==> src/rtl/keypad_scanner_4x4.sv <==
// 4x4 matrix keypad scanner: drives one column low at a time, samples the synchronised
// row returns, debounces whole-keypad snapshots and reports a single held key one-hot.
module keypad_scanner_4x4 #(
   parameter int SCAN_DIV       = 50000,
   parameter int DEBOUNCE_SCANS = 4
) (
   input  logic        clk,
   input  logic        rst_n,
   input  logic [3:0]  row,
   output logic [3:0]  col,
   output logic [15:0] keys,
   output logic        key_valid,
   output logic        key_pressed
);

   localparam int DW = $clog2(SCAN_DIV);
   localparam int CW = $clog2(DEBOUNCE_SCANS + 1);

   logic [3:0]    row_meta;
   logic [3:0]    row_sync;
   logic [DW-1:0] div;
   logic [1:0]    ci;
   logic [15:0]   scan;
   logic [15:0]   prev;
   logic [15:0]   snap;
   logic [CW-1:0] stable_cnt;
   logic [CW-1:0] cnt_next;
   logic          col_end;
   logic          scan_end;
   logic          accept;

   assign col      = ~(4'b0001 << ci);
   assign col_end  = (div == DW'(SCAN_DIV - 1));
   assign scan_end = col_end && (ci == 2'd3);

   // Snapshot as it will look after this edge: the current column's rows folded in,
   // so the last column is part of the debounced word on the same edge it is sampled.
   always_comb begin
      snap = scan;
      for (int r = 0; r < 4; r++) begin
         snap[{2'(r), ci}] = ~row_sync[r];
      end
   end

   always_comb begin
      cnt_next = CW'(1);
      if (snap == prev) begin
         if (stable_cnt == CW'(DEBOUNCE_SCANS)) begin
            cnt_next = stable_cnt;
         end else begin
            cnt_next = stable_cnt + 1'b1;
         end
      end
   end

   assign accept = (cnt_next == CW'(DEBOUNCE_SCANS));

   always_ff @(posedge clk or negedge rst_n) begin
      if (!rst_n) begin
         row_meta <= 4'b1111;
         row_sync <= 4'b1111;
      end else begin
         row_meta <= row;
         row_sync <= row_meta;
      end
   end

   always_ff @(posedge clk or negedge rst_n) begin
      if (!rst_n) begin
         div <= '0;
         ci  <= 2'd0;
         scan <= '0;
      end else if (col_end) begin
         div  <= '0;
         ci   <= ci + 1'b1;
         scan <= snap;
      end else begin
         div <= div + 1'b1;
      end
   end

   always_ff @(posedge clk or negedge rst_n) begin
      if (!rst_n) begin
         prev        <= '0;
         stable_cnt  <= '0;
         keys        <= '0;
         key_valid   <= 1'b0;
         key_pressed <= 1'b0;
      end else begin
         key_pressed <= 1'b0;
         if (scan_end) begin
            prev       <= snap;
            stable_cnt <= cnt_next;
            if (accept) begin
               // Zero or multi-key (ghosting) snapshots both read as "no key".
               if ($onehot(snap)) begin
                  keys        <= snap;
                  key_valid   <= 1'b1;
                  key_pressed <= (snap != keys);
               end else begin
                  keys      <= '0;
                  key_valid <= 1'b0;
               end
            end
         end
      end
   end

endmodule

==> config.mk <==
export PLATFORM = sky130hd
export DESIGN_NAME = keypad_scanner_4x4
export DESIGN_NICKNAME = d
export VERILOG_FILES = /design/src/rtl/keypad_scanner_4x4.sv
export SDC_FILE = /design/constraint.sdc
export NUM_CORES = 1
export LEC_CHECK = 0
export CAP_MARGIN = 20
export CELL_PAD_IN_SITES_DETAIL_PLACEMENT = 0
export CELL_PAD_IN_SITES_GLOBAL_PLACEMENT = 2
export CORE_UTILIZATION = 33
export DETAILED_ROUTE_END_ITERATION = 12
export DONT_BUFFER_PORTS = 1
export PLACE_DENSITY = 0.75
export SYNTH_ARGS = -nofsm -noshare
export SYNTH_HDL_FRONTEND = slang
export SYNTH_SLANG_ARGS = --single-unit
==> constraint.sdc <==
create_clock -name clk -period 10.2 [get_ports clk]
set_input_delay 1.02 -clock clk [delete_from_list [all_inputs] [get_ports clk]]
set_output_delay 1.02 -clock clk [all_outputs]
set_load 0.005 [all_outputs]
==> results of run 1 <==
[placed cells by master, fill, tap and decap left out, drive strengths merged, types with 11 or more instances in the layout]
master / count
nand3: 21
o21ai: 34
nand2: 45
ha: 12
a21oi: 16
nor2: 39
nand2b: 20
xor2: 26
clkbuf: 12
mux2: 17
and2: 11
inv: 21
dfrtp: 71
[power by group through the flow]
stage	registers [mW]	logic, mW	clock network (mW)
3_5_place_dp	0.324	0.0184	0
6_report	0.318	0.0183	0.328
4_1_cts	0.318	0.0185	0.339
5_1_grt	0.318	0.0214	0.351
2_1_floorplan	0.323	0.0147	0
3_3_place_gp	0.324	0.0181	0
[routing by layer]
metal  vias to the layer above  wire length (µm)  track usage (%)  share of wire [%]
met5                         -                 0                0                  0
met4                         0               182            5.897                1.9
met3                        12               236            3.633                2.5
met2                        27              4344            24.26                 46
met1                      1395              4780            21.14                 50
li1                       1435                 -                -                  -
[cells by family after synthesis]
logic type / count (synthesis) / share of synthesized area (%)
AOI/OAI and AO/OA: 59 / 7.403
xor gates and xnor gates: 31 / 6.275
and+or+nand+nor: 184 / 23.57
adders and majority gates: 22 / 8.097
buffers and inverters: 35 / 3.297
muxes: 18 / 5.437
DFF: 79 / 45.92
[state kept, by name, indices dropped and copies added (netlist names)]
signal / flops
div: 16
keys: 16
prev: 16
scan: 16
row_meta: 4
row_sync: 4
stable_cnt: 3
ci: 2
key_pressed: 1
key_valid: 1
[worst paths after layout]
kind	end	slack, ns
hold / removal	row_sync[0]	0.36
hold reg to reg	row_sync[0]	0.36
setup reg to reg	keys[7]	4.75
max in group asynchronous	row_sync[2]	9.58
setup / recovery	keys[7]	4.75
min in group asynchronous	keys[8]	0.37
[final cells by class]
type	instances	area, µm²	share of cell area [%]
Clock buffer	12	246.5	5.138
Clock inverter	4	55.05	1.148
Inverter	20	75.07	1.565
Multi-Input combinational cell	314	2203	45.93
Sequential cell	79	1987	41.42
Tap cell	172	215.2	4.486
Timing Repair Buffer	2	15.01	0.3130
[synth_stat cells, drive strengths merged, types with 4 or more instances]
cell,number
dfrtp,71
nand2,45
nor2,39
o21ai,34
xor2,26
nand3,21
inv,20
nand2b,20
mux2,17
a21oi,16
clkbuf,13
ha,12
and2,11
fa,10
nor2b,9
dfstp,8
nand4b,8
nand4,6
nor4,5
o21bai,5
or3b,5
xnor2,5
nor3,4
[critical path, cell delays in order, from the launching register on]
cell and delay, ns:
dfrtp_1 0.40, inv_1 0.10, ha_1 0.38, nand2b_1 0.20, and2_0 0.33, inv_1 0.12, fa_1 0.52, inv_1 0.05
fa_1 0.48, fa_1 0.50, fa_1 0.49, inv_1 0.04, ha_1 0.20, fa_1 0.43, nor4b_1 0.30, nand2_1 0.42
a21oi_1 0.25, mux2_4 0.17
==> summary.txt, run 1 <==
Cells and area
  – Non-filler cells, final: between 600 and 700
  – Core Util, Final: between 30 and 40%
  – Share of cells above drive strength 1: 12.30%
  – Number of fill cells: 1329
  – Ant diodes: 0
  – Final Cell Area: 4797 µm²
  – Synthesis-to-finish area growth: 10.87%
  – Net count reported at finish: 454

Drt
  – Final ANT Viol Nets: 0
  – Final WL: 9543 µm
  – First DRT Iteration DRCs: roughly 150
  – Drt via density: 4.758
  – Average wire per standard cell: 15.83 µm
  – Drt drc: 0
  – Via count: between 2000 and 3000
  – DRT Pass-1 Iters: 4

Clock tree
  – TritonCTS Sinks: slightly below 80
  – # resized after CTS: 0
  – Clk root buf: clkbuf_16
  – Hold buffers post-CTS: 0
  – Clock Tree Buf Depth: 2
  – H-tree depth: 3
  – Post-CTS setup buffers: 0
  – Clock latency at the later pin of the worst-skew pair: 0.34 ns
  – CTS tree: yes
  – Clk slew on worst S/H paths: 0.06 ns
  – Inserted Clock Buffers: 9

Synthesis
  – Warnings, synthesis: 0
  – Post-synth top area cell: dfrtp_1
  – Syn avg cell area: 10.11 µm²
  – Synthesized flop and latch total: 79
  – Netlist cell types: between 40 and 50
  – Ys async rst share: 100.0%
  – Post-synthesis sequential area ratio: 45.92%
  – Top post-synthesis cells by area: dfrtp_1 (41%), xor2_1 (5.3%), dfstp_2 (4.9%)
  – Mapped Cells: about 430
  – Post-synth top area share: between 40% and 50%
  – EDFF count, synth: 0
  – Top FF cell, synth: dfrtp_1
  – Synthesized cell area: 4327 µm²
  – Syn nets: 456

Timing
  – Final TNS setup: 0 ns
  – Final setup viols: 0
  – Unrepaired setup endpoints after global routing: no
  – Hold Vio Cnt, Final: 0
  – Least-Margin Pin Slew: between 0.9 and 1 ns
  – Setup ws final: 4.746 ns
  – Slew headroom: 39.20%
  – F_max: 183.4 MHz
  – Final period utilization: 53.47%
  – Final hold slack: 0.3551 ns
  – Slew Viols, Final: 0
  – Clock period minus worst slack: 5.454 ns
  – Clk_skew: approximately 0.0077 ns

Floorplan
  – Die footprint: 13570 µm²
  – Chip width: 116.5 µm
  – Chip height: 116.5 µm
  – Site Rows: 41
  – Starting Density: 34.01%
  – IO Pins: 28
  – Placeable Area: 12720 µm²

Worst setup path
  – Critical Path AT: roughly 5.7 ns
  – Worst endpoint required time: 10.49 ns
  – CP Launch Type: flop
  – Worst R2R Start: ci[1]
  – CP Launch Point: ci[1]
  – Crit-path max FO: 18
  – WS Path Type: flop to flop
  – Reg2reg path depth: 17
  – CP endpoint kind: flop

Placed design
  – Dpl ws: 4.758 ns
  – Port bufs: 0
  – Post-place instance area: 4496 µm²
  – Placed cell count: a little under 600
  – Post-DP HPWL: 6666 µm
  – Placer Congestion: about 0.78

Global routing
  – Largest net degree at the start of global routing: 80
  – Gr usage total: 15.62%
  – Grt ovf: 0
  – First-pass GRT wire length: 15590 µm
  – Initial antenna violation count: 0
  – Vias in the first global route: 2856

Hold path
  – Hold_sp: row_meta[0]
  – Worst hold path type: flop to flop
  – Worst hold path depth: 0

Power and ir drop
  – Switch Pwr: approximately 0.14 mW
  – Power Internal: 0.5205 mW
  – VDD IR max: 0.1039 mV
  – Power per standard cell area: 138.6 nW/µm²
  – P_leak: 2.105 nW
  – Tot Pwr: 0.6650 mW
  – Clock power frac: 49.4%
  – Comb power frac: 2.7%
  – Reg power frac: 47.9%
  – Sw frac: 21.73%

Run status
  – Outcome: finished, final reports clean

Job
  – Max Cap Violations: 0
No activity file was read; power rests on OpenSTA's default activity.
==> run 2: changes to the inputs <==
Settings changed: ABC_AREA from default to 1, PLACE_DENSITY 0.75 to 0.79.
Clock period 10.2 ns to 5.1 ns, I/O delays scaled along.
==> summary.txt, run 2 <==
Global routing
  – Vias in the first global route: 3545 (+24%)
  – Met3 Use GR: 4.598% (+0.97 points)
  – First-pass GRT wire length: 18110 µm (+16%)
  – Initial antenna violation count: 0 (unchanged)
  – Largest net degree at the start of global routing: 75 (-6.3%)
  – Top Usage Layer GRT: met2
  – Gr usage total: 16.90% (+1.3 points)
  – Met2 Usage GRT: 28.60% (+4.3 points)
  – Met1 usage: 20.77% (-0.36 points)
  – Grt ovf: 0 (unchanged)

Worst setup path
  – WS Path Type: flop to flop
  – WP buf/inv: 6 (+2)
  – Worst endpoint required time: 5.38 ns (-5.11 ns)
  – CP top delay family: adder cells
  – Crit-path max FO: 8 (-10)
  – Critical Path Max Stage Delay: 0.52 ns (about the same)
  – CP endpoint kind: flop
  – Crit-path cells: inv_2 -> ha_4 -> nand2_2 -> o21ai_1 -> inv_1 -> fa_1 -> inv_1 -> fa_1 -> fa_1 -> fa_1 -> inv_1 -> ha_1 -> fa_1 -> nor2_1 -> nand3b_1 -> nor3_4 -> buf_4 -> buf_4 -> nand3_1 -> nor2_1
  – Slowest CP cell: fa_1
  – CP most frequent cell: fa_1
  – Critical Path AT: 5.09 ns (-0.65 ns)
  – CP Launch Type: flop

Drt
  – Drt via density: 4.653 (-2.2%)
  – Average wire per standard cell: 14.55 µm (-8.1%)
  – Via count: 3490 (+22%)
  – Final WL: 10910 µm (+14%)
  – DRT Pass-1 Iters: 4 (unchanged)
  – Final ANT Viol Nets: 0 (unchanged)
  – Drt drc: 0 (unchanged)
  – First DRT Iteration DRCs: 226 (+53%)

Power and ir drop
  – P_leak: 2.478 nW (+18%)
  – VDD IR max: 0.1501 mV (+45%)
  – Power per standard cell area: 277.9 nW/µm² (+100%)

Clock tree
  – Inserted Clock Buffers: 9 (unchanged)
  – H-tree depth: 3 (unchanged)
  – CTS tree: yes
  – Clk root buf: clkbuf_16
  – TritonCTS Sinks: 79 (unchanged)
  – Clock latency at the later pin of the worst-skew pair: 0.35 ns (about the same)
  – Clock Tree Buf Depth: 2 (unchanged)
  – Clk slew on worst S/H paths: 0.06 ns (about the same)

Synthesis
  – Mapped Cells: 553 (+29%)
  – Post-synthesis sequential area ratio: 43.78% (-2.1 points)
  – Synthesized flop and latch total: 79 (unchanged)
  – Top FF cell, synth: dfrtp_1
  – Warnings, synthesis: 0 (unchanged)
  – Synthesized cell area: 4538 µm² (+4.9%)
  – Syn nets: 581 (+27%)
  – EDFF count, synth: 0 (unchanged)
  – Post-synth top area cell: dfrtp_1
  – Netlist cell types: 36 (-23%)
  – Ys async rst share: 100.0% (unchanged)
  – Syn avg cell area: 8.206 µm² (-19%)
  – Top post-synthesis cells by area: dfrtp_1 (39%), nand2_1 (12%), inv_1 (5.0%)
  – Post-synth top cells: nand2_1 (146), dfrtp_1 (71), inv_1 (60)
  – Most numerous cell in the Yosys netlist: nand2_1
  – Post-synth top area share: 39.15% (-1.9 points)

Placed design
  – Post-DP HPWL: 7688 µm (+15%)
  – Port bufs: 0 (unchanged)
  – Placed cell count: 727 (+24%)
  – Placer Congestion: 0.7807 (-0.51%)

Cells and area
  – Share of cells above drive strength 1: 17.42% (+5.1 points)
  – Ant diodes: 0 (unchanged)
  – Synthesis-to-finish area growth: 15.69%
  – Most frequent cells in the layout: nand2_1 (144), dfrtp_1 (70), inv_1 (58)
  – Net count reported at finish: 597 (+31%)
  – Commonest non-fill, non-tap cell in the layout: nand2_1
  – Non-filler cells, final: 750 (+24%)
  – Core Util, Final: 39.33% (+1.6 points)
  – Number of fill cells: 1332 (+0.23%)

Hold path
  – Worst hold path type: input pin to asynchronous set/reset pin

Timing
  – Clock period minus worst slack: 4.813 ns (-0.6402 ns)
  – Hold Vio Cnt, Final: 0 (unchanged)
  – Least-Margin Pin Slew: 0.9216 ns (+0.009635 ns)
  – Final period utilization: 94.38% (+41 points)
  – Clk_skew: 0.005450 ns (-0.002218 ns)
  – Final TNS setup: 0 ns (unchanged)
  – Final setup viols: 0 (unchanged)
  – Slew Viols, Final: 0 (unchanged)
  – Slew headroom: 38.41% (-0.79 points)
  – Final hold slack: 0.05118 ns (-0.3039 ns)
  – F_max: 207.8 MHz (+13%)
  – Unrepaired setup endpoints after global routing: no

Floorplan
  – Starting Density: 34.00% (about the same)
  – Site Rows: 42 (+2.4%)
  – Chip height: 119.3 µm (+2.4%)
  – IO Pins: 28 (unchanged)
  – Placeable Area: 13350 µm² (+4.9%)
  – Die footprint: 14230 µm² (+4.8%)
  – Chip width: 119.3 µm (+2.4%)

Run status
  – Outcome: finished, final reports clean

Job
  – Max Cap Violations: 0 (unchanged)
## run 2: cell types whose count changed in the layout (fill, tap and decap cells not counted), sizes merged, moves of 9 or more
cell	before	now
nand2	45	174
nor2b	9	0
a21oi	16	7
mux2	17	0
nand2b	20	0
xor2	26	7
nor2	39	56
nand3b	0	11
nand3	21	31
and2	11	1
inv	21	64
o21ai	34	43
buf	2	19
## run 2: final timing paths
| path | slack, ns | to | from | cells past startpoint |
|---|---|---|---|---|
| hold / removal | 0.05 | scan[12] | rst_n | 1 |
| min in group clk | 0.15 | row_meta[2] | row[2] | 0 |
| setup / recovery | 0.29 | key_pressed | ci[1] | 20 |
| max in group asynchronous | 4.23 | row_meta[0] | rst_n | 1 |
| hold reg to reg | 0.36 | row_sync[1] | row_meta[1] | 0 |
| setup reg to reg | 0.29 | key_pressed | ci[1] | 20 |
## run 2: through the flow
stage | setup WS, ns | area (µm²) | power [mW]
after CTS | 0.04729 | 5150 | 1.468
after detailed placement | -0.09230 | 4763 | 0.6934
after floorplan | 0.3338 | 4538 | 0.6782
final | 0.2866 | 5250 | 1.459
after global routing | 0.01122 | 5250 | 1.516
after global placement | 0.02293 | 4763 | 0.6926
## run 2: area by class of cell
cell class	count	area, µm²	area share [%]
tap	176	220.2	4.194
clock inverter	6	107.6	2.050
sequential	79	1988	37.87
multi-input combinational	393	2248	42.83
timing repair inverter	1	6.256	0.1192
clock buffer	10	239.0	4.552
inverter	65	256.5	4.886
timing repair buffer	20	183.9	3.503
## run 2: worst reg2reg max path: stages (launching register included)
cell	delay [ns]
dfrtp_1	0.43
inv_2	0.11
ha_4	0.21
nand2_2	0.07
o21ai_1	0.10
inv_1	0.10
fa_1	0.52
inv_1	0.05
fa_1	0.52
fa_1	0.43
fa_1	0.50
inv_1	0.04
ha_1	0.20
fa_1	0.44
nor2_1	0.10
nand3b_1	0.13
nor3_4	0.31
buf_4	0.16
buf_4	0.10
nand3_1	0.10
nor2_1	0.12
## run 2: power breakdown
group          internal (mW)  leakage [nW]  switching [mW]
sequential             0.633          1.06         0.00402
combinational         0.0259          1.25          0.0478
clock                  0.489         0.168           0.259
## run 2: what timing repair did
item                                   CTS  global route
gates cloned                             0             1
hold buffers                             2             0
pin swaps                                0             6
setup endpoints to repair               16            18
gates resized for setup                  2            16
setup buffers                            0             3
endpoints found under the hold margin   74             0
## run 2: per-layer routing
layer,routed length (µm),part of all wire [%],vias to the layer above
li1,-,-,1768
met1,4989,46,1657
met2,5371,49,55
met3,392,3.6,10
met4,157,1.4,0
met5,0,0,-
## run 2: cells by family after synthesis
logic type / count (synthesis) / share of synthesized area, %
xor gates and xnor gates: 20 / 3.860
DFF: 79 / 43.78
and+or+nand+nor: 296 / 30.44
AOI/OAI and AO/OA: 55 / 6.507
adders and majority gates: 22 / 7.720
buffers and inverters: 81 / 7.692
==> run 3: changes to the inputs <==
Settings changed: CTS_BUF_LIST from default to sky130_fd_sc_hd__clkbuf_4, RECOVER_POWER from default to 25.
==> summary.txt, run 3 (synthesis gave the netlist of run 2 again) <==
Drt
  – Top sig layer: met4
  – Average wire per standard cell: 14.28 µm (-1.8%)
  – Drt via density: 4.632 (-0.46%)
  – Final ANT Viol Nets: 0 (unchanged)
  – DRT Pass-1 Iters: 4 (unchanged)
  – First DRT Iteration DRCs: 172 (-24%)
  – Routed wl met3: 350 µm (-11%)
  – Met1 WL: 5006 µm (+0.34%)
  – Drt drc: 0 (unchanged)
  – Via count: 3511 (+0.60%)
  – Met2 routed WL: 5334 µm (-0.69%)
  – Final WL: 10830 µm (-0.78%)

Global routing
  – Initial antenna violation count: 1 (+1)
  – Grt ovf: 0 (unchanged)
  – Vias in the first global route: 3550 (+0.14%)
  – Gr usage total: 16.64% (-0.27 points)
  – First-pass GRT wire length: 17960 µm (-0.84%)
  – Largest net degree at the start of global routing: 80 (+6.7%)

Cells and area
  – Multi-input gate area: 2302 µm² (+2.4%)
  – Number of fill cells: 1356 (+1.8%)
  – Most frequent cells in the layout: nand2_1 (139), dfrtp_1 (70), inv_1 (53)
  – Net count reported at finish: 604 (+1.2%)
  – Share of cells above drive strength 1: 19.62% (+2.2 points)
  – Synthesis-to-finish area growth: 14.56%
  – Final Cell Area: 5199 µm² (-0.98%)
  – Commonest non-fill, non-tap cell in the layout: nand2_1
  – Storage cell area: 1988 µm² (unchanged)
  – Non-filler cells, final: 758 (+1.1%)

Clock tree
  – CTS tree: yes
  – Inserted Clock Buffers: 9 (unchanged)
  – H-tree depth: 3 (unchanged)
  – TritonCTS Sinks: 79 (unchanged)
  – Clk root buf: clkbuf_4
  – Clock latency at the later pin of the worst-skew pair: 0.47 ns (+0.12 ns)
  – Clk slew on worst S/H paths: 0.13 ns (+0.07 ns)
  – Clock Tree Buf Depth: 2 (unchanged)

Power and ir drop
  – Comb power frac: 6.2% (+1.2 points)
  – Sw frac: 23.98% (+2.7 points)
  – Power Internal: 0.9018 mW (-21%)
  – Switch Pwr: 0.2845 mW (-8.4%)
  – VDD IR max: 0.1139 mV (-24%)
  – Reg power frac: 53.6% (+9.9 points)
  – Clock power frac: 40.1% (-11 points)
  – Power per standard cell area: 228.2 nW/µm² (-18%)
  – P_leak: 2.435 nW (-1.7%)

Worst setup path
  – Critical Path AT: 5.26 ns (+0.17 ns)
  – Worst R2R Start: ci[1]
  – Critical Path Max Stage Delay: 0.57 ns (+0.05 ns)
  – Slowest CP cell: fa_1
  – Crit-path cells: buf_6 -> ha_4 -> inv_8 -> nand2_4 -> nand2_4 -> inv_2 -> fa_1 -> inv_2 -> fa_1 -> fa_1 -> fa_1 -> inv_2 -> ha_4 -> fa_1 -> nor2_1 -> nand3b_1 -> nor3_4 -> buf_6 -> inv_4 -> nor2_1 -> nand3_1 -> nand2_1
  – Worst endpoint required time: 5.52 ns (+0.14 ns)
  – WS Path Type: flop to flop
  – CP Launch Point: ci[1]
  – CP endpoint kind: flop
  – CP Launch Type: flop
  – CP most frequent cell: fa_1
  – Crit-path max FO: 8 (unchanged)

Placed design
  – Port bufs: 0 (unchanged)
  – Placed cell count: 727 (unchanged)
  – Post-DP HPWL: 7688 µm (unchanged)
  – Dpl ws: -0.09230 ns (unchanged)
  – Placer Congestion: 0.7807 (unchanged)
  – Post-place instance area: 4763 µm² (unchanged)

Floorplan
  – Starting Density: 34.00% (unchanged)
  – Placeable Area: 13350 µm² (unchanged)
  – Die footprint: 14230 µm² (unchanged)
  – Chip width: 119.3 µm (unchanged)
  – IO Pins: 28 (unchanged)
  – Site Rows: 42 (unchanged)
  – Chip height: 119.3 µm (unchanged)

Timing
  – Clock period minus worst slack: 4.844 ns (+0.03071 ns)
  – Slew headroom: -135.5% (-170 points)
  – Slew Viols, Final: 80 (+80)
  – Hold Vio Cnt, Final: 0 (unchanged)
  – F_max: 206.4 MHz (-0.63%)
  – Final period utilization: 94.98% (+0.60 points)
  – Clk_skew: 0.01376 ns (+0.008305 ns)
  – Final setup viols: 0 (unchanged)
  – Least-Margin Pin Slew: 3.533 ns (+2.612 ns)
  – Setup ws final: 0.2559 ns (-0.03071 ns)

Hold path
  – Hold_sp: row_meta[1]
  – Worst hold path type: flop to flop

Run status
  – Violated checks: capacitance limit, slew limit
  – Outcome: complete, but fails checks

Job
  – Max Cap Violations: 1 (+1)
run 3: path summary, 6_finish.rpt:
path | end | slack (ns) | cells past startpoint
setup / recovery | keys[8] | 0.26 | 22
hold / removal | row_sync[1] | 0.36 | 0
setup reg to reg | keys[8] | 0.26 | 22
hold reg to reg | row_sync[1] | 0.36 | 0
max in group asynchronous | ci[0] | 0.96 | 2
min in group asynchronous | prev[8] | 1.89 | 2
run 3: power by group through the flow:
stage,logic (mW),clock network [mW],registers (mW)
global route,0.0846,0.522,0.637
detailed placement,0.0454,0,0.648
finish,0.0740,0.476,0.636
global placement,0.0445,0,0.648
CTS,0.0652,0.496,0.636
floorplan,0.0324,0,0.646
run 3: timing repair:
item,CTS,global route
hold endpoints to repair,83,0
pin swaps,0,13
setup buffers,0,7
resized for setup,2,38
hold buffers,6,0
endpoints found under the setup margin,16,18
cloned,0,1
run 3: worst max-delay path, delay by kind of cell, from the launching register on:
kind	cells	cell delay, ns
adders and majority gates	7	2.90
DFF	1	0.44
buffers and inverters	7	0.56
and+or+nand+nor	8	0.91
run 3: per-layer routing:
layer  track usage, %  vias up
li1                 -     1786
met4            4.747        0
met3            4.454       12
met1            20.29     1669
met2            28.63       44
met5                0        -
run 3: cell type report:
type	instances	share of cell area, %
Clock inverter	7	2.142
Inverter	65	5.030
Multi-Input combinational cell	393	44.28
Clock buffer	9	1.300
Sequential cell	79	38.24
Timing Repair inverter	1	0.1203
Tap cell	176	4.236
Timing Repair Buffer	27	4.597
Antenna cell	1	0.04813
run 3: per-stage QoR:
stage | setup TNS, ns | utilization [%] | hold WS (ns) | power, mW
2_1_floorplan | 0 | - | 0.2144 | 0.6782
3_3_place_gp | 0 | 35.69 | 0.2178 | 0.6926
3_5_place_dp | -1.227 | 35.69 | 0.2181 | 0.6934
4_1_cts | 0 | 37.63 | 0.3616 | 1.197
5_1_grt | -0.002484 | 38.95 | 0.3638 | 1.243
6_report | 0 | 38.95 | 0.3646 | 1.186
